--- src/rtl/nv_nvdla_bdma_grp_sched.sv ---
// Two-group BDMA command scheduler: in-order issue to load, bounded in-flight, in-order retire.
// Optional stall counter enabled by NVDLA_BDMA_SCHED_STALL_CNT_EN.
module nv_nvdla_bdma_grp_sched #(
  parameter int MAX_INFLIGHT = 2,
  parameter int STALL_W      = 32
) (
  input  logic               nvdla_core_clk,
  input  logic               nvdla_core_rstn,
  input  logic               csb2sched_launch_vld,
  output logic               csb2sched_launch_rdy,
  input  logic               csb2sched_launch_grp,
  input  logic               csb2sched_launch_irq,
  input  logic               csb2sched_en,
  output logic               sched2ld_vld,
  input  logic               sched2ld_rdy,
  output logic               sched2ld_grp,
  output logic               sched2ld_irq,
  input  logic               st2sched_done,
  output logic [1:0]         sched2glb_done_intr_pd,
  output logic [1:0]         sched2csb_grp_busy,
  output logic               sched2csb_idle,
  output logic               sched2csb_err,
  input  logic               csb2sched_err_clr,
  output logic [STALL_W-1:0] sched2csb_stall_cnt,
  input  logic               csb2sched_stall_clr
);

  localparam logic [1:0] MAX_C = 2'(MAX_INFLIGHT);

  typedef enum logic [1:0] {S_IDLE, S_REQ, S_HOLD} state_t;

  state_t          state, state_nxt;
  logic [1:0]      busy;
  logic [1:0][1:0] pend_q;
  logic            pend_rd, pend_wr;
  logic [1:0]      pend_cnt;
  logic [1:0][1:0] infl_q;
  logic            infl_rd, infl_wr;
  logic [1:0]      infl_cnt;
  logic            ld_grp, ld_irq;
  logic [1:0]      intr_pd;
  logic            err;

  logic            launch_acc, issue_acc, done_ok, done_bad, have_op, load_head;
  logic [1:0]      head_op, ret_op, busy_set, busy_clr;

  assign csb2sched_launch_rdy = !busy[csb2sched_launch_grp];
  assign launch_acc = csb2sched_launch_vld && !busy[csb2sched_launch_grp];
  assign issue_acc  = (state == S_REQ) && sched2ld_rdy;
  assign done_ok    = st2sched_done && (infl_cnt != 2'd0);
  assign done_bad   = st2sched_done && (infl_cnt == 2'd0);
  assign ret_op     = infl_q[infl_rd];

  // A launch accepted this cycle is visible to the issue logic immediately,
  // giving one cycle from accept to sched2ld_vld.
  assign have_op = (pend_cnt != 2'd0) || launch_acc;
  assign head_op = (pend_cnt != 2'd0) ? pend_q[pend_rd]
                                      : {csb2sched_launch_grp, csb2sched_launch_irq};

  always_comb begin
    state_nxt = state;
    load_head = 1'b0;
    case (state)
      S_IDLE: begin
        if (have_op && csb2sched_en && (infl_cnt < MAX_C)) begin
          state_nxt = S_REQ;
          load_head = 1'b1;
        end
      end
      S_REQ: begin
        if (sched2ld_rdy) state_nxt = (MAX_INFLIGHT == 1) ? S_HOLD : S_IDLE;
      end
      S_HOLD: begin
        if (done_ok) state_nxt = S_IDLE;
      end
      default: state_nxt = S_IDLE;
    endcase
  end

  always_comb begin
    busy_set = 2'b00;
    busy_clr = 2'b00;
    if (launch_acc) busy_set[csb2sched_launch_grp] = 1'b1;
    if (done_ok)    busy_clr[ret_op[1]] = 1'b1;
  end

  always_ff @(posedge nvdla_core_clk) begin
    if (!nvdla_core_rstn) begin
      state    <= S_IDLE;
      busy     <= 2'b00;
      pend_q   <= '0;
      pend_rd  <= 1'b0;
      pend_wr  <= 1'b0;
      pend_cnt <= 2'd0;
      infl_q   <= '0;
      infl_rd  <= 1'b0;
      infl_wr  <= 1'b0;
      infl_cnt <= 2'd0;
      ld_grp   <= 1'b0;
      ld_irq   <= 1'b0;
      intr_pd  <= 2'b00;
      err      <= 1'b0;
    end else begin
      state <= state_nxt;
      busy  <= (busy | busy_set) & ~busy_clr;

      if (launch_acc) begin
        pend_q[pend_wr] <= {csb2sched_launch_grp, csb2sched_launch_irq};
        pend_wr         <= ~pend_wr;
      end
      if (issue_acc) pend_rd <= ~pend_rd;
      pend_cnt <= pend_cnt + {1'b0, launch_acc} - {1'b0, issue_acc};

      if (issue_acc) begin
        infl_q[infl_wr] <= {ld_grp, ld_irq};
        infl_wr         <= ~infl_wr;
      end
      if (done_ok) infl_rd <= ~infl_rd;
      infl_cnt <= infl_cnt + {1'b0, issue_acc} - {1'b0, done_ok};

      if (load_head) {ld_grp, ld_irq} <= head_op;

      intr_pd <= 2'b00;
      if (done_ok && ret_op[0]) intr_pd[ret_op[1]] <= 1'b1;

      if (done_bad)               err <= 1'b1;
      else if (csb2sched_err_clr) err <= 1'b0;
    end
  end

  assign sched2ld_vld           = (state == S_REQ);
  assign sched2ld_grp           = ld_grp;
  assign sched2ld_irq           = ld_irq;
  assign sched2glb_done_intr_pd = intr_pd;
  assign sched2csb_grp_busy     = busy;
  assign sched2csb_err          = err;
  assign sched2csb_idle         = (pend_cnt == 2'd0) && (infl_cnt == 2'd0) && (state == S_IDLE);

`ifdef NVDLA_BDMA_SCHED_STALL_CNT_EN
  logic [STALL_W-1:0] stall_cnt;

  always_ff @(posedge nvdla_core_clk) begin
    if (!nvdla_core_rstn)                                     stall_cnt <= '0;
    else if (csb2sched_stall_clr)                             stall_cnt <= '0;
    else if (sched2ld_vld && !sched2ld_rdy && (stall_cnt != '1)) stall_cnt <= stall_cnt + 1'b1;
  end

  assign sched2csb_stall_cnt = stall_cnt;
`else
  logic stall_clr_unused;
  assign stall_clr_unused    = csb2sched_stall_clr;
  assign sched2csb_stall_cnt = '0;
`endif

endmodule

--- config.mk ---
export PLATFORM = sky130hd
export DESIGN_NAME = nv_nvdla_bdma_grp_sched
export DESIGN_NICKNAME = d
export VERILOG_FILES = /design/src/rtl/nv_nvdla_bdma_grp_sched.sv
export SDC_FILE = /design/constraint.sdc
export NUM_CORES = 1
export LEC_CHECK = 0
export ABC_CLOCK_PERIOD_IN_PS = 1700
export BUFFER_PORTS_ARGS = -buffer_cell sky130_fd_sc_hd__buf_2
export CAP_MARGIN = 20
export CELL_PAD_IN_SITES_DETAIL_PLACEMENT = 1
export CELL_PAD_IN_SITES_GLOBAL_PLACEMENT = 2
export CORE_ASPECT_RATIO = 1.1
export CORE_MARGIN = 5
export CORE_UTILIZATION = 24
export CTS_CLUSTER_DIAMETER = 40
export DETAILED_ROUTE_END_ITERATION = 16
export GPL_ROUTABILITY_DRIVEN = 1
export HOLD_SLACK_MARGIN = 0.06
export PLACE_DENSITY = 0.77
export SYNTH_ARGS = -nofsm -noshare
export SYNTH_HDL_FRONTEND = slang
export SYNTH_SLANG_ARGS = --single-unit
--- constraint.sdc ---
create_clock -name nvdla_core_clk -period 1.7 [get_ports nvdla_core_clk]
set_clock_uncertainty 0.05 [all_clocks]
set_input_delay 0.085 -clock nvdla_core_clk [delete_from_list [all_inputs] [get_ports nvdla_core_clk]]
set_output_delay 0.085 -clock nvdla_core_clk [all_outputs]
set_load 0.005 [all_outputs]
==> impl_results.md, run 1 <==
- Sequential area share after synthesis: 0.3696
- Met2 routed WL: about 1200 um
- DP HPWL: 2124 um
- DRT Pass-1 Iters: 4
- GPL Wtd Cong: just over 0.7
- Power per cell area: 986.6 mW/mm2
- CTS tree: built
- Fmax: 0.6116 GHz
- Clk_lat worst skew: 0.26 ns
- Worst hold path class: in -> reg
- Dpl ws: 0.05577 ns
- Total track usage: 0.07511
- Via count: 929
- Via/cell ratio: 3.776
- Final nets: 187
- Die Area: 0.006990 mm2
- Most frequent cells in the layout: 32 x conb_1, 21 x dfxtp_1, 17 x buf_2
- Adder-cell share of the synthesized area: 0.03850
- Starting Density: 0.2441
- Min Hold Slack: about 0.075 ns
- Most used cell, CP: ha_4
- Final Instance Count excl. Fillers: between 200 and 250
- Count of final hold-check violations: 0
- # rows: 28
- Crit path buffers/inverters: 1
- RSZ-0062 raised after global routing: yes
- YS warnings: 0
- First-pass GRT wire length: 4133 um
- Placed Area: roughly 0.0014 mm2
- Final slew viol count: 0
- Die W: 80.17 um
- Vias in the first global route: ~950
- Peak supply drop: 0.0003234 V
- Final worst path period share: 0.9619
- Setup violators final: 0
- CP delay by family, top: adder cells
- Post-route cell area: 0.001545 mm2
- Gr ovfl total: 0
- Critical Path RT: 1.81 ns
- Placed Instances: about 240
- Initial antenna violation count: 0
- DR top layer: met4
- Height of the die: 87.19 um
- Total CTS buffers: 3
- CP max stage delay: 0.36 ns
- Mapped Area: roughly 0.0013 mm2
- Avg Cell Area, Syn: 9.091 um2
- Crit. End Element: flip-flop
- Post-synthesis xor/xnor area fraction: 0.04716
- Clock Path Buffers: 2
- Post-synthesis register bit count: 24
- Final worst setup slack: 0.06483 ns
- Worst-path cell chain: mux2i_4 > nand2_2 > ha_4 > inv_2 > ha_4 > xnor2_2 > xnor2_1 > and2_1
- WL per Instance: 10.76 um
- Synth Area in Simple Gates: 0.1809
- I/O pins: 52
- CTS sink cnt: 24
- Largest family of logic cells by synthesized area: buffers and inverters
- Complex-gate fraction of the synthesized area: 0.1011
- Max-cap viol count: 0
- Share of layout cells above drive strength 1: 0.2749
- Port buffer count: 18
- Root Driver: clkbuf_8
- Mux share of post-synthesis cell area: 0.05775
- Number of diodes: 0
- # DRC: 0
- Outcome: finished, final reports clean
- Number of DRC markers in iteration 0: 12
- Syn Inst Count: 143
- WL met3: 116 um
- Core area: 0.005325 mm2
- Critical Path Fanout Max: 3
- Most common cell after layout, fill and taps aside: conb_1
- Fin util: 0.2902
- Leak pwr: 0.7050 nW
- Area Growth Syn to Fin: 18.86%
- Crit path time final: 1.635 ns
- Yosys cell types: 29
- Worst-path clk slew: 0.08 ns
- Worst Path Arrival: 1.74 ns
- WS Path Type: reg -> reg
- Routed WL: 2647 um
- DRT met1 WL: 1312 um
- CP max-delay cell: dfxtp_4
- Routed Antenna Nets: 0
- Setup crit start kind: flip-flop
- Largest net degree at the start of global routing: 26
- H-tree levels: 1
## registers in the layout (all words and copies together), names as in the netlist, 2 cells and up
| signal | flops |
|---|---|
| pend_cnt | 2 |
| pend_q | 4 |
| infl_q | 4 |
| sched2glb_done_intr_pd | 2 |
| infl_cnt | 2 |
| sched2csb_grp_busy | 2 |
## through the flow
step	total power [W]	TNS [ns]
final	0.001525	0
after global routing	0.001640	-0.01587
after CTS	0.001514	0
after detailed placement	0.001176	0
after global placement	0.001163	0
after floorplan	0.001049	0
## routing by layer
metal / vias to the layer above / global-route usage
met3: 2 / 0.006211
met2: 35 / 0.1137
li1: 464 / -
met5: - / 0
met4: 0 / 0.04147
met1: 428 / 0.1047
## logic make-up (layout without fill, tap and decap cells)
kind of cell    after synthesis  after routing
compound gates               20             20
xor+xnor                      7              7
fa+ha+maj                     4              4
buf+inv                      38             35
flops                        24             24
mux                           7              7
other cells                   1             32
simple gates                 42             42
## synth_stat cells, drive strengths merged
cell type	count	area (um2)
nor2b	8	50.05
nor3	1	5.000
a21oi	3	15.01
and4b	1	10.01
nand2	10	40.04
dfxtp	24	480.5
nor2	6	27.52
mux2i	6	63.81
buf	32	240.2
o211a	2	20.02
a21boi	3	26.27
mux2	1	11.26
a211oi	2	15.01
and3b	2	17.52
xnor2	7	61.31
conb	1	3.750
o21ai	8	40.04
ha	4	50.05
o21a	2	15.01
nor3b	2	15.01
inv	4	15.01
clkbuf	2	7.510
and2	8	50.05
nand3	4	20.02
## path summary, 6_finish.rpt
path / slack, ns / start / end / cells after the start
setup / recovery: 0.06 / sched2csb_grp_busy[1] / pend_cnt[1] / 8
hold / removal: 0.08 / csb2sched_err_clr / sched2csb_err / 4
setup reg to reg: 0.06 / sched2csb_grp_busy[1] / pend_cnt[1] / 8
hold reg to reg: 0.41 / pend_q[1] / pend_q[1] / 2
## where the power goes
group / switching (W) / internal [W]
clock: 0.000170 / 0.000158
combinational: 0.000226 / 0.000258
sequential: 0.0000726 / 0.000640
total: 0.000468 / 0.00106
## final cells by class
type	instances	area (um2)
fill	671	3780
timing repair buffer	28	172.7
inverter	4	15.01
sequential	24	486.7
tap	75	93.84
multi-input combinational	112	735.7
clock buffer	3	41.29
## worst register-to-register path, stage by stage, from the launching register on
cell and delay (ns):
dfxtp_4 0.36, mux2i_4 0.16, nand2_2 0.12, ha_4 0.27, inv_2 0.04, ha_4 0.15
xnor2_2 0.13, xnor2_1 0.12, and2_1 0.15
## repair_timing
action / 4_1_cts / 5_1_grt
hold buffers: 2 / 0
endpoints found under the hold margin: 3 / 0
setup buffers: 0 / 1
setup endpoints to repair: 0 / 2
gates resized for setup: 0 / 10
No activity file was read; power rests on OpenSTA's default activity.
==> run 2: changes to the inputs <==
==> config.mk (replaced) <==
export PLATFORM = sky130hd
export DESIGN_NAME = nv_nvdla_bdma_grp_sched
export DESIGN_NICKNAME = d
export VERILOG_FILES = /design/src/rtl/nv_nvdla_bdma_grp_sched.sv
export SDC_FILE = /design/constraint.sdc
export NUM_CORES = 1
export LEC_CHECK = 0
export ABC_CLOCK_PERIOD_IN_PS = 2009
export BUFFER_PORTS_ARGS = -buffer_cell sky130_fd_sc_hd__buf_2
export CAP_MARGIN = 20
export CELL_PAD_IN_SITES_DETAIL_PLACEMENT = 1
export CELL_PAD_IN_SITES_GLOBAL_PLACEMENT = 2
export CORE_ASPECT_RATIO = 1.1
export CORE_MARGIN = 5
export CORE_UTILIZATION = 29
export CTS_CLUSTER_DIAMETER = 40
export DETAILED_ROUTE_END_ITERATION = 16
export GPL_ROUTABILITY_DRIVEN = 1
export GPL_TIMING_DRIVEN = 0
export HOLD_SLACK_MARGIN = 0.06
export PLACE_DENSITY = 0.86
export SYNTH_ARGS = -nofsm -noshare
export SYNTH_HDL_FRONTEND = slang
export SYNTH_SLANG_ARGS = --single-unit
==> constraint.sdc (replaced) <==
create_clock -name nvdla_core_clk -period 2.01 [get_ports nvdla_core_clk]
set_clock_uncertainty 0.05 [all_clocks]
set_input_delay 0.1005 -clock nvdla_core_clk [delete_from_list [all_inputs] [get_ports nvdla_core_clk]]
set_output_delay 0.1005 -clock nvdla_core_clk [all_outputs]
set_load 0.005 [all_outputs]
==> run 2 against run 1 <==
Sequential share of layout area is 2.5 points lower. Non-clock buffer count is 25 higher. Routed wire length is 5.0% higher. Total power is 8.2% lower. Via count is 9.8% higher. Global-route usage is 2.4 points higher. Count of clock-buffer cells in the layout stayed put. Critical path depth is 2 higher. Clock power is 29% higher. Worst hold slack worse by 0.0047 ns. Critical path type is now in -> reg. Largest cell class unchanged.
==> impl_results.md, run 2 (synthesis results as in run 1) <==
- WS Path Type: in -> reg (was reg -> reg)
- CTS tree: built (unchanged)
- CTS sink cnt: 24 (unchanged)
- Flop pwr share: 0.430 (was 0.468)
- Via/cell ratio: 4.064 (was 3.776)
- Int Power: 0.001009 W (was 0.001056 W)
- Height of the die: 80.22 um (was 87.19 um)
- CTS resizes: 0 (unchanged)
- DRT Pass-1 Iters: 4 (unchanged)
- Leak pwr: 0.8533 nW (was 0.7050 nW)
- Core area: 0.004317 mm2 (was 0.005325 mm2)
- Port buffer count: 18 (unchanged)
- Comb pwr share: 0.267 (was 0.317)
- Most frequent cells in the layout: 32 x buf_4, 32 x conb_1, 24 x dfxtp_1 (was 32 x conb_1, 21 x dfxtp_1, 17 x buf_2)
- WL per Instance: 11.08 um (was 10.76 um)
- Fin util: 0.3835 (was 0.2902)
- Setup violators final: 0 (unchanged)
- P_sw: 0.0003906 W (was 0.0004684 W)
- Hold buffer count at cts: 1 (was 2)
- Gr ovfl total: 0 (unchanged)
- Number of diodes: 0 (unchanged)
- I/O pins: 52 (unchanged)
- Peak supply drop: 0.0003484 V (was 0.0003234 V)
- Die Area: 0.005923 mm2 (was 0.006990 mm2)
- Starting Density: 0.3012 (was 0.2441)
- Worst Path Arrival: 1.99 ns (was 1.74 ns)
- Final nets: 212 (was 187)
- Biggest regs: infl_q x4, pend_q x4 (unchanged)
- Number of DRC markers in iteration 0: 38 (was 12)
- Routed Antenna Nets: 0 (unchanged)
- Count of final hold-check violations: 0 (unchanged)
- # DRC: 0 (unchanged)
- DP HPWL: 2277 um (was 2124 um)
- Outcome: finished, final reports clean (unchanged)
- Via count: 1020 (was 929)
- Initial antenna violation count: 0 (unchanged)
- Total CTS buffers: 3 (unchanged)
- Switching Fraction: 0.2791 (was 0.3072)
- Die W: 73.84 um (was 80.17 um)
- GPL Wtd Cong: 0.7885 (was 0.7179)
- H-tree levels: 1 (unchanged)
- Power per cell area: 845.3 mW/mm2 (was 986.6 mW/mm2)
- Setup TNS Final: 0 ns (unchanged)
- Crit path time final: approximately 1.9 ns
- Root Driver: clkbuf_8 (unchanged)
- Worst-path clk slew: 0.09 ns (was 0.08 ns)
- Clk_lat worst skew: 0.27 ns (was 0.26 ns)
- Largest net degree at the start of global routing: 15 (was 26)
- Setup Buffers After CTS: 0 (unchanged)
- Vias in the first global route: 1092 (was 949)
- First-pass GRT wire length: 4698 um (was 4133 um)
- Routed WL: 2780 um (was 2647 um)
- Clock Power Share: 0.303 (was 0.215)
- Final worst path period share: 0.9281
- Share of layout cells above drive strength 1: 0.3046 (was 0.2749)
- Fmax: approximately 0.54 GHz
- Crit. End Element: flip-flop (unchanged)
- RSZ-0062 raised after global routing: no (was yes)
- # rows: 25 (was 28)
- Area Growth Syn to Fin: 27.33% (was 18.86%)
- Worst hold path class: in -> reg (unchanged)
- Final slew viol count: 0 (unchanged)
- Fill cells: 531 (was 671)
- Critical Path Fanout Max: 4 (was 3)
- Max-cap viol count: 0 (unchanged)
- Clock Path Buffers: 2 (unchanged)
- Critical Path RT: 2.13 ns (was 1.81 ns)
- Total track usage: 0.09956 (was 0.07511)
- Setup crit start kind: input port (was flip-flop)
==> run 2: cell types whose count changed in the layout (fill, tap and decap cells not counted), moves of 2 or more <==
cell      delta
buf_4       +23
clkbuf_1     +2
dfxtp_1      +3
dfxtp_2      -2
ha_1         +4
ha_4         -3
inv_1        +2
inv_2        -2
==> run 2: worst max-delay path: stages <==
cell and delay [ns]:
dlygate4sd3_1 0.53, buf_2 0.13, o21ai_1 0.19, inv_1 0.13, ha_1 0.29, inv_1 0.04, ha_1 0.17, xnor2_1 0.13
xnor2_1 0.12, and2_1 0.15
==> run 2: area by class of cell <==
type / instances / area, um2 / share of cell area
Clock inverter: 1 / 30.03 / 0.01814
Buffer: 34 / 247.7 / 0.1497
Inverter: 4 / 15.01 / 0.009070
Sequential cell: 24 / 480.5 / 0.2902
Multi-Input combinational cell: 112 / 673.1 / 0.4067
Timing Repair Buffer: 19 / 100.1 / 0.06047
Tap cell: 54 / 67.56 / 0.04082
Clock buffer: 3 / 41.29 / 0.02494
==> run 2: power by group through the flow <==
stage	Clock, W	Sequential [W]	Combinational (W)
3_3_place_gp	0	0.000612	0.000365
3_5_place_dp	0	0.000614	0.000373
6_report	0.000424	0.000602	0.000373
4_1_cts	0.000436	0.000604	0.000376
5_1_grt	0.000450	0.000614	0.000420
2_1_floorplan	0	0.000601	0.000277
==> run 2: through the flow <==
| step | cells | hold slack [ns] | setup slack [ns] | power (W) | instance area, um2 |
|---|---|---|---|---|---|
| 6_report | 251 | 0.07033 | 0.1445 | 0.001399 | 1655 |
| 4_1_cts | 251 | 0.07107 | 0.1353 | 0.001416 | 1655 |
| 2_1_floorplan | 174 | 0.1923 | 0.2818 | 0.0008772 | 1416 |
| 3_5_place_dp | 246 | 0.3399 | 0.1506 | 0.0009870 | 1574 |
| 5_1_grt | 251 | 0.1028 | 0.01836 | 0.001484 | 1655 |
| 3_3_place_gp | 246 | 0.3212 | 0.1422 | 0.0009775 | 1574 |
==> run 2: per-layer routing <==
layer / global-route usage / share of wire
met1: 0.1129 / 0.42
met2: 0.1720 / 0.50
met3: 0.02378 / 0.065
met4: 0.04710 / 0.016
met5: 0 / 0
==> run 2: final timing paths <==
path | startpoint | cells past startpoint | slack [ns] | endpoint
setup reg to reg | infl_cnt[1] | 8 | 0.15 | infl_cnt[1]
setup / recovery | st2sched_done | 10 | 0.14 | infl_cnt[1]
hold / removal | csb2sched_launch_irq | 3 | 0.07 | pend_q[0]
hold reg to reg | pend_q[1] | 2 | 0.42 | pend_q[1]
